<file path="src/rtl/cache_tag_ctrl_pkg.sv">
// ============================================================================
// Module      : cache_types (package)
// Description : Command encodings and default geometry shared by the cache
//               tag controller and its replacement helper.
// Revision    : 1.0 - initial release
// ============================================================================
`default_nettype none

package cache_types;

    localparam int CACHE_WAYS      = 4;
    localparam int CACHE_SETS      = 8;
    localparam int CACHE_TAG_WIDTH = 9;
    localparam int WAY_W           = $clog2(CACHE_WAYS);
    localparam int SET_W           = $clog2(CACHE_SETS);

    typedef enum logic [1:0] {
        CMD_LOOKUP_READ  = 2'b00,
        CMD_LOOKUP_WRITE = 2'b01,
        CMD_FILL         = 2'b10,
        CMD_INVALIDATE   = 2'b11
    } cache_cmd_t;

endpackage

`default_nettype wire

</file>
<file path="src/rtl/cache_tag_ctrl_plru.sv">
// ============================================================================
// Module      : plru_tree
// Description : Combinational tree pseudo-LRU: victim walk and touch update
//               for one set. Used only when CACHE_PLRU_EN is defined.
// Revision    : 1.0 - initial release
// ============================================================================
`default_nettype none

module plru_tree #(
    parameter int WAYS = 4
) (
    input  logic [WAYS-2:0]         state_i,
    input  logic [$clog2(WAYS)-1:0] touch_i,
    output logic [WAYS-2:0]         next_o,
    output logic [$clog2(WAYS)-1:0] victim_o
);

    localparam int c_LEVELS = $clog2(WAYS);

    int   node;
    logic dir;

    // A node bit of 0 steers toward the lower-index half; touching a way
    // flips every node on its path to steer away from it.
    always_comb begin
        next_o   = state_i;
        victim_o = '0;
        node     = 0;
        dir      = 1'b0;
        for (int l = 0; l < c_LEVELS; l++) begin
            victim_o[c_LEVELS-1-l] = state_i[node];
            node = 2 * node + 1 + int'(state_i[node]);
        end
        node = 0;
        for (int l = 0; l < c_LEVELS; l++) begin
            dir          = touch_i[c_LEVELS-1-l];
            next_o[node] = ~dir;
            node         = 2 * node + 1 + int'(dir);
        end
    end

endmodule

`default_nettype wire

</file>
<file path="src/rtl/cache_tag_ctrl.sv">
// ============================================================================
// Module      : cache_tag_ctrl
// Description : N-way set-associative tag/valid/dirty store with registered
//               hit/victim report. Define CACHE_PLRU_EN for tree PLRU,
//               otherwise a per-set round-robin pointer is used.
// Revision    : 1.0 - initial release
// ============================================================================
`default_nettype none

module cache_tag_ctrl
    import cache_types::*;
#(
    parameter int WAYS      = CACHE_WAYS,
    parameter int SETS      = CACHE_SETS,
    parameter int TAG_WIDTH = CACHE_TAG_WIDTH
) (
    input  logic                    clk,
    input  logic                    rst,
    input  logic                    cmd_valid,
    input  logic [1:0]              cmd,
    input  logic [$clog2(SETS)-1:0] cmd_set,
    input  logic [TAG_WIDTH-1:0]    cmd_tag,
    input  logic [$clog2(WAYS)-1:0] cmd_way,
    output logic                    rsp_valid,
    output logic                    rsp_hit,
    output logic [$clog2(WAYS)-1:0] rsp_way,
    output logic [$clog2(WAYS)-1:0] rsp_victim_way,
    output logic                    rsp_victim_valid,
    output logic                    rsp_victim_dirty,
    output logic [TAG_WIDTH-1:0]    rsp_victim_tag
);

    localparam int c_WAY_W = $clog2(WAYS);

    logic [TAG_WIDTH-1:0] tag_q   [SETS][WAYS];
    logic [WAYS-1:0]      valid_q [SETS];
    logic [WAYS-1:0]      dirty_q [SETS];

    logic                 rsp_valid_q;
    logic                 rsp_hit_q;
    logic [c_WAY_W-1:0]   rsp_way_q;
    logic [c_WAY_W-1:0]   rsp_victim_way_q;
    logic                 rsp_victim_valid_q;
    logic                 rsp_victim_dirty_q;
    logic [TAG_WIDTH-1:0] rsp_victim_tag_q;

    cache_cmd_t           w_cmd;
    logic                 w_hit;
    logic [c_WAY_W-1:0]   w_hit_way;
    logic                 w_inv_found;
    logic [c_WAY_W-1:0]   w_inv_way;
    logic [c_WAY_W-1:0]   w_repl_way;
    logic [c_WAY_W-1:0]   w_victim_way;
    logic                 w_victim_valid;

    assign w_cmd = cache_cmd_t'(cmd);

    // Descending scan so the lowest matching / lowest invalid way wins.
    always_comb begin
        w_hit       = 1'b0;
        w_hit_way   = '0;
        w_inv_found = 1'b0;
        w_inv_way   = '0;
        for (int w = WAYS - 1; w >= 0; w--) begin
            if (valid_q[cmd_set][w] && (tag_q[cmd_set][w] == cmd_tag)) begin
                w_hit     = 1'b1;
                w_hit_way = c_WAY_W'(w);
            end
            if (!valid_q[cmd_set][w]) begin
                w_inv_found = 1'b1;
                w_inv_way   = c_WAY_W'(w);
            end
        end
    end

    assign w_victim_way   = w_inv_found ? w_inv_way : w_repl_way;
    assign w_victim_valid = valid_q[cmd_set][w_victim_way];

`ifdef CACHE_PLRU_EN
    logic [WAYS-2:0]    plru_q [SETS];
    logic [WAYS-2:0]    w_plru_d;
    logic [c_WAY_W-1:0] w_touch_way;
    logic               w_touch;

    assign w_touch_way = (w_cmd == CMD_FILL) ? cmd_way : w_hit_way;
    assign w_touch     = (w_cmd == CMD_FILL) ||
                         (w_hit && ((w_cmd == CMD_LOOKUP_READ) || (w_cmd == CMD_LOOKUP_WRITE)));

    plru_tree #(
        .WAYS (WAYS)
    ) u_plru_tree (
        .state_i  (plru_q[cmd_set]),
        .touch_i  (w_touch_way),
        .next_o   (w_plru_d),
        .victim_o (w_repl_way)
    );
`else
    logic [c_WAY_W-1:0] rr_q [SETS];

    assign w_repl_way = rr_q[cmd_set];
`endif

    always_ff @(posedge clk) begin
        if (rst) begin
            for (int s = 0; s < SETS; s++) begin
                valid_q[s] <= '0;
                dirty_q[s] <= '0;
`ifdef CACHE_PLRU_EN
                plru_q[s]  <= '0;
`else
                rr_q[s]    <= '0;
`endif
                for (int w = 0; w < WAYS; w++) begin
                    tag_q[s][w] <= '0;
                end
            end
            rsp_valid_q        <= 1'b0;
            rsp_hit_q          <= 1'b0;
            rsp_way_q          <= '0;
            rsp_victim_way_q   <= '0;
            rsp_victim_valid_q <= 1'b0;
            rsp_victim_dirty_q <= 1'b0;
            rsp_victim_tag_q   <= '0;
        end else begin
            rsp_valid_q <= cmd_valid;
            if (cmd_valid) begin
                rsp_hit_q          <= w_hit;
                rsp_way_q          <= w_hit_way;
                rsp_victim_way_q   <= w_victim_way;
                rsp_victim_valid_q <= w_victim_valid;
                rsp_victim_dirty_q <= w_victim_valid && dirty_q[cmd_set][w_victim_way];
                rsp_victim_tag_q   <= tag_q[cmd_set][w_victim_way];
                case (w_cmd)
                    CMD_LOOKUP_WRITE: begin
                        if (w_hit) begin
                            dirty_q[cmd_set][w_hit_way] <= 1'b1;
                        end
                    end
                    CMD_FILL: begin
                        tag_q[cmd_set][cmd_way]   <= cmd_tag;
                        valid_q[cmd_set][cmd_way] <= 1'b1;
                        dirty_q[cmd_set][cmd_way] <= 1'b0;
`ifndef CACHE_PLRU_EN
                        rr_q[cmd_set] <= rr_q[cmd_set] + c_WAY_W'(1);
`endif
                    end
                    CMD_INVALIDATE: begin
                        if (w_hit) begin
                            valid_q[cmd_set][w_hit_way] <= 1'b0;
                            dirty_q[cmd_set][w_hit_way] <= 1'b0;
                        end
                    end
                    default: begin
                    end
                endcase
`ifdef CACHE_PLRU_EN
                if (w_touch) begin
                    plru_q[cmd_set] <= w_plru_d;
                end
`endif
            end
        end
    end

    assign rsp_valid        = rsp_valid_q;
    assign rsp_hit          = rsp_hit_q;
    assign rsp_way          = rsp_way_q;
    assign rsp_victim_way   = rsp_victim_way_q;
    assign rsp_victim_valid = rsp_victim_valid_q;
    assign rsp_victim_dirty = rsp_victim_dirty_q;
    assign rsp_victim_tag   = rsp_victim_tag_q;

endmodule

`default_nettype wire

</file>
<file path="config.mk">
export PLATFORM = sky130hd
export DESIGN_NAME = cache_tag_ctrl
export DESIGN_NICKNAME = d
export VERILOG_FILES = /design/src/rtl/cache_tag_ctrl_pkg.sv /design/src/rtl/cache_tag_ctrl_plru.sv /design/src/rtl/cache_tag_ctrl.sv
export SDC_FILE = /design/constraint.sdc
export NUM_CORES = 1
export LEC_CHECK = 0
export CORE_ASPECT_RATIO = 0.7
export CORE_MARGIN = 2
export CORE_UTILIZATION = 63
export DETAILED_ROUTE_END_ITERATION = 12
export PLACE_DENSITY_LB_ADDON = 0.25
export SLEW_MARGIN = 10
export SYNTH_ARGS = -nofsm -noshare
export SYNTH_HDL_FRONTEND = slang
export SYNTH_HIERARCHICAL = 1
export SYNTH_SLANG_ARGS = --single-unit
</file>
<file path="constraint.sdc">
create_clock -name clk -period 4.6 [get_ports clk]
set_input_delay 0.92 -clock clk [delete_from_list [all_inputs] [get_ports clk]]
set_output_delay 0.92 -clock clk [all_outputs]
set_load 0.02 [all_outputs]
</file>
; Word level (Yosys, flattened, before mapping)
; Memories as Yosys holds them, arrays and structs flattened.
; Index checks and enable logic that the tools add are counted.
[totals]
inputBits = 19
ff_bits = 17
mem_bits_rw = 368
wordCells = 124
out_inout_bits = 17
mem_count = 4
[mem_list]
columns = memory, words, word_bits, rd, rd_ports_with_merged_regs, write_ports, line
row1 = tag_q, 8, 36, 1, 0, 8, cache_tag_ctrl.sv:35  ; logic [TAG_WIDTH-1:0] tag_q [SETS][WAYS];
row2 = dirty_q, 8, 4, 1, 0, 8, cache_tag_ctrl.sv:37  ; logic [WAYS-1:0] dirty_q [SETS];
row3 = valid_q, 8, 4, 1, 0, 8, cache_tag_ctrl.sv:36  ; logic [WAYS-1:0] valid_q [SETS];
row4 = rr_q, 8, 2, 1, 0, 8, cache_tag_ctrl.sv:98  ; logic [c_WAY_W-1:0] rr_q [SETS];
[classes]
addsub = 1
n_reduce_logical = 12
order_cmp = 8
n_eq_ne = 7
bitwise = 14
n_mux = 71
[ops]
columns = operator, n
row1 = $mux 36, 3
row2 = $mux 1, 38
row3 = $eq 9x9->1, 4
row4 = $reduce_or 36->1, 1
row5 = $mux 4, 7
row6 = $mux 9, 3
row7 = $mux 2, 10
row8 = $bmux 9 s2, 1
row9 = $demux 9 s2, 1
row10 = $mux 3, 4
row11 = $or 1x1->1, 12
row12 = $lt 2x3->1 const B, 3
row13 = $logic_and 1x1->1, 8
row14 = $reduce_or 4->1, 2
row15 = $ge 3x3->1 const B, 2
row16 = $not 2->3, 2
row17 = $bmux 1 s2, 2
row18 = $demux 1 s2, 2
row19 = $eq 2x2->1 const B, 2
row20 = $ge 2x1->1 const B, 2
row21 = $lt 3x1->1 const B, 1
row22 = $add 2x1->2 const B, 1
row23 = $eq 2x1->1 const B, 1
row24 = $reduce_or 2->1, 1

; Depth between registers and ports, before layout
; An unclocked memory read counts as a cell.
[logic_depth]
word_depth = 16
ltp_mapped = 13
depth_no_buf = 8

; Least setup slack after synthesis
; Ideal clock, no wire load.
[synth_timing]
path_kind = input-to-reg
start = in cmd_set[1]
end = mem dirty_q[2][3], enable pin
setup_ns = 0.303
required_ns = 4.297
path_slack_ns = 0.919
path_buffers = 4
arrival_ns = 3.378
stages = 11
path_cell_list = buf_6 > buf_2 > mux2_1 > a221o_1 > a22oi_2 > nor4_1 > and4_1 > or4b_1 > buf_2 > buf_6 > o21ai_1
[synth_rtl]
columns = item, line
row1 = from (decl), cache_tag_ctrl.sv:21  ; input logic [$clog2(SETS)-1:0] cmd_set,
row2 = to (decl), cache_tag_ctrl.sv:37

==> results.md <==
- Combinational family with the most area after synthesis: simple AND/OR/NAND/NOR gates
- Final RePlAce weighted congestion: 0.999
- Crit start category: input port
- Netlist cell types: 72
- Post-cts gate resize count: 0
- Initial Util: 0.636
- Final ANT Viol Nets: 0
- Root buf cell: clkbuf_16
- WHS Endpoint: rsp_way[1]$_SDFFE_PP0P_
- Post-synthesis adder-cell area fraction: 0
- # clock sinks: 385
- Critical path fanouts, max: 39
- Layout cell share with drive strength beyond 1: 0.152
- Clock H-tree levels: 2
- Via/cell ratio: 6.93
- Synth area leader: edfxtp_1
- Post-synthesis simple-gate area fraction: 0.174
- CTS Buffer Depth: 3
- Post-synth top area share: 0.583
- Post-route cell area: 21,300 um2
- Finish-stage setup viols: 0
- Hold-fix buffers at CTS: 0
- Detailed-placement wirelength estimate: 40.1 mm
- Pin count of the biggest net entering global routing: 74
- Synth Cell Area: 19,000 um2
- Non-filler instance count after layout: 1,994
- Flops & latches, synth: 385
- Most frequent cells in the layout: edfxtp_1, and2_1, nor2_1, buf_4, mux2i_1
- Skew final: 16.5 ps
- Post-synth EDFFs: 368
- Commonest non-fill, non-tap cell in the layout: edfxtp_1
- Syn-to-layout area delta: 12.1%
- Final hold vios: 0
- Net count, final: 1,597
- Row count: 53
- Num CTS Buffers: 38
- Post-route DRC: 0
- Syn nets: 1,551
- Flop pwr share: 0.499
- CP Capture Type: flop
- Setup Buffers After CTS: 0
- Final setup TNS: 0 ps
- Psw: 0.00206 W
- Flop-to-flop setup slack: 1250 ps
- Core area: 29,800 um2
- Reg2Reg Depth: 9
- Clk network pwr share: 0.387
- Final min period: 4020 ps
- Slew HR: 0.401
- Syn Area/Cell: 12.4 um2
- Max Cap Viol: 0
- Slew @ Worst Pin: 897 ps
- Reg2reg start: tag_q[0][1]$_SDFFCE_PN0P_
- CP arrival: 4310 ps
- Comb pwr share: 0.115
- RR Endpoint: valid_q[6][3]$_SDFFCE_PN0P_
- Asr flop ratio synth: 0
- Compound-Gate Fraction of Synth Area: 0.0715
- Initial DRC Count: 2,500
- XOR/XNOR share of the synthesized area: 0.0152
- Chip Width: 211 um
- Remaining Overflow, GRT: 0
- Die Span Y: 149 um
- Mux contribution to synthesized area: 0.0986
- TritonCTS clock tree: yes
- Aggregate routed wire length: 58.9 mm
- Vias in the first global route: 13,100
- Fin crit share: 0.874
- Clk slew on worst S/H paths: 60 ps
- Post-synth top flop: edfxtp_1
- Inst Count DP: 1,923
- Aggregate global-route resource usage: 0.380
- Final hold slack: 474 ps
- Static leakage: 7.83 nW
- RSZ-0062 raised after global routing: no
- Outcome: finished, final reports clean
- DRT Pass-1 Iters: 11
- Overall die area: 31,500 um2
- WS Path Type: in2reg
- Vias: 13,800
- Seq/Total Area, Yosys: 0.601
- Clock Latency Late Sink: 550 ps
- Port Buf Inserts: 35
- WL/cell: 29.6 um
- Antenna violations before repair: 3
- Top post-synthesis cells by area: edfxtp_1, and2_1, mux2i_1, mux4_2, nor2_1
- Hold_sp: rsp_way[1]$_SDFFE_PP0P_
- YS warnings: 6
- Pint: 0.00608 W
- Switching share of power: 0.253
- Mapped Cells: 1,532
- IO Count: 36
- Max rail drop VDD: 257 uV
- Data required, critical path: 4890 ps
- Power per cell area: 383 nW/um2
- Worst Hold Depth: 2
- Fillers: 2,031
- First-pass GRT wire length: 86.2 mm
- F_max: 249 MHz
- Placed cell area: 20,000 um2
- Hold crit path type: reg2reg
- Max Slew Vio Count: 0
==> layer usage <==
layer / part of all wire / up-vias / track usage
li1: - / 5744 / -
met1: 0.39 / 6744 / 0.568
met2: 0.42 / 1166 / 0.543
met3: 0.16 / 164 / 0.114
met4: 0.031 / 0 / 0.105
met5: 0 / - / 0
==> through the flow <==
stage / util / total power, W / setup WS, ps
after global placement: 0.671 / 0.00501 / 304
after detailed placement: 0.671 / 0.00503 / 204
final: 0.712 / 0.00815 / 581
after global routing: 0.712 / 0.00830 / 520
after CTS: 0.712 / 0.00809 / 751
after floorplan: - / 0.00466 / 919
==> worst max path at each step <==
stage                           from                     endpoint  slack [ps]  cells past startpoint
after floorplan           cmd_set[1]  dirty_q[2][3]$_SDFFCE_PN0P_         920                     11
after global placement    cmd_set[2]  valid_q[4][3]$_SDFFCE_PN0P_         300                     10
after detailed placement  cmd_set[2]  valid_q[1][3]$_SDFFCE_PN0P_         200                      9
after CTS                 cmd_set[2]  valid_q[1][3]$_SDFFCE_PN0P_         750                     10
after global routing      cmd_set[2]  valid_q[6][2]$_SDFFCE_PN0P_         520                     11
final                     cmd_set[2]  dirty_q[3][2]$_SDFFCE_PN0P_         580                     11
==> sequential cells by signal (all words and copies together) (netlist names) <==
| register | cells |
|---|---|
| rsp_victim_dirty | 1 |
| rsp_hit | 1 |
| rsp_victim_valid | 1 |
| valid_q | 32 |
| dirty_q | 32 |
| rsp_victim_way | 2 |
| tag_q | 288 |
| rsp_victim_tag | 9 |
| rsp_valid | 1 |
| rsp_way | 2 |
| rr_q | 16 |
==> cell usage after synthesis (all sizes together), types with 6 or more instances <==
library cell and n:
mux4 26, buf 44, a221o 10, o22ai 8
nor2 122, mux2 23, a22oi 30, a21oi 17
nor2b 7, xnor2 24, nand3 10, dfxtp 17
o211ai 6, inv 30, nand2b 18, a311oi 7
or2 11, mux2i 102, edfxtp 368, xor2 9
nand2 71, o21bai 8, clkbuf 91, and3 69
nor4 28, a221oi 12, a22o 6, and2 197
o21ai 60, nor3 49
==> critical path, cell delays in order <==
cell and delay (ps):
buf_4 500, buf_4 310, mux4_2 220, nor2_1 40
a211oi_1 540, xor2_1 150, nor4_1 350, nand4_1 450
nand3_1 320, buf_4 300, o21ai_0 170
==> cells by family (layout without fill, tap and decap cells) <==
family,Yosys count,count (layout)
and+or+nand+nor,603,603
DFF,385,385
AOI/OAI and AO/OA,194,194
buffers and inverters,166,242
muxes,151,151
xor gates and xnor gates,33,33
other,0,1
==> area by class of cell <==
type | instances | area (um2) | share of cell area
Multi-Input combinational cell | 981 | 6830 | 0.321
Tap cell | 385 | 482 | 0.0227
Sequential cell | 385 | 11400 | 0.536
Inverter | 31 | 116 | 0.00547
Timing Repair Buffer | 141 | 1200 | 0.0563
Clock inverter | 22 | 164 | 0.00771
Antenna cell | 1 | 2.50 | 0.000118
Clock buffer | 48 | 1070 | 0.0505
==> power groups by stage <==
stage / registers (W) / clock network (W) / logic (W)
2_1_floorplan: 0.00412 / 0 / 0.000537
3_5_place_dp: 0.00414 / 0 / 0.000891
4_1_cts: 0.00406 / 0.00313 / 0.000897
5_1_grt: 0.00407 / 0.00326 / 0.000965
6_report: 0.00406 / 0.00315 / 0.000934
3_3_place_gp: 0.00413 / 0 / 0.000880
(Power assumes the default switching activity.)
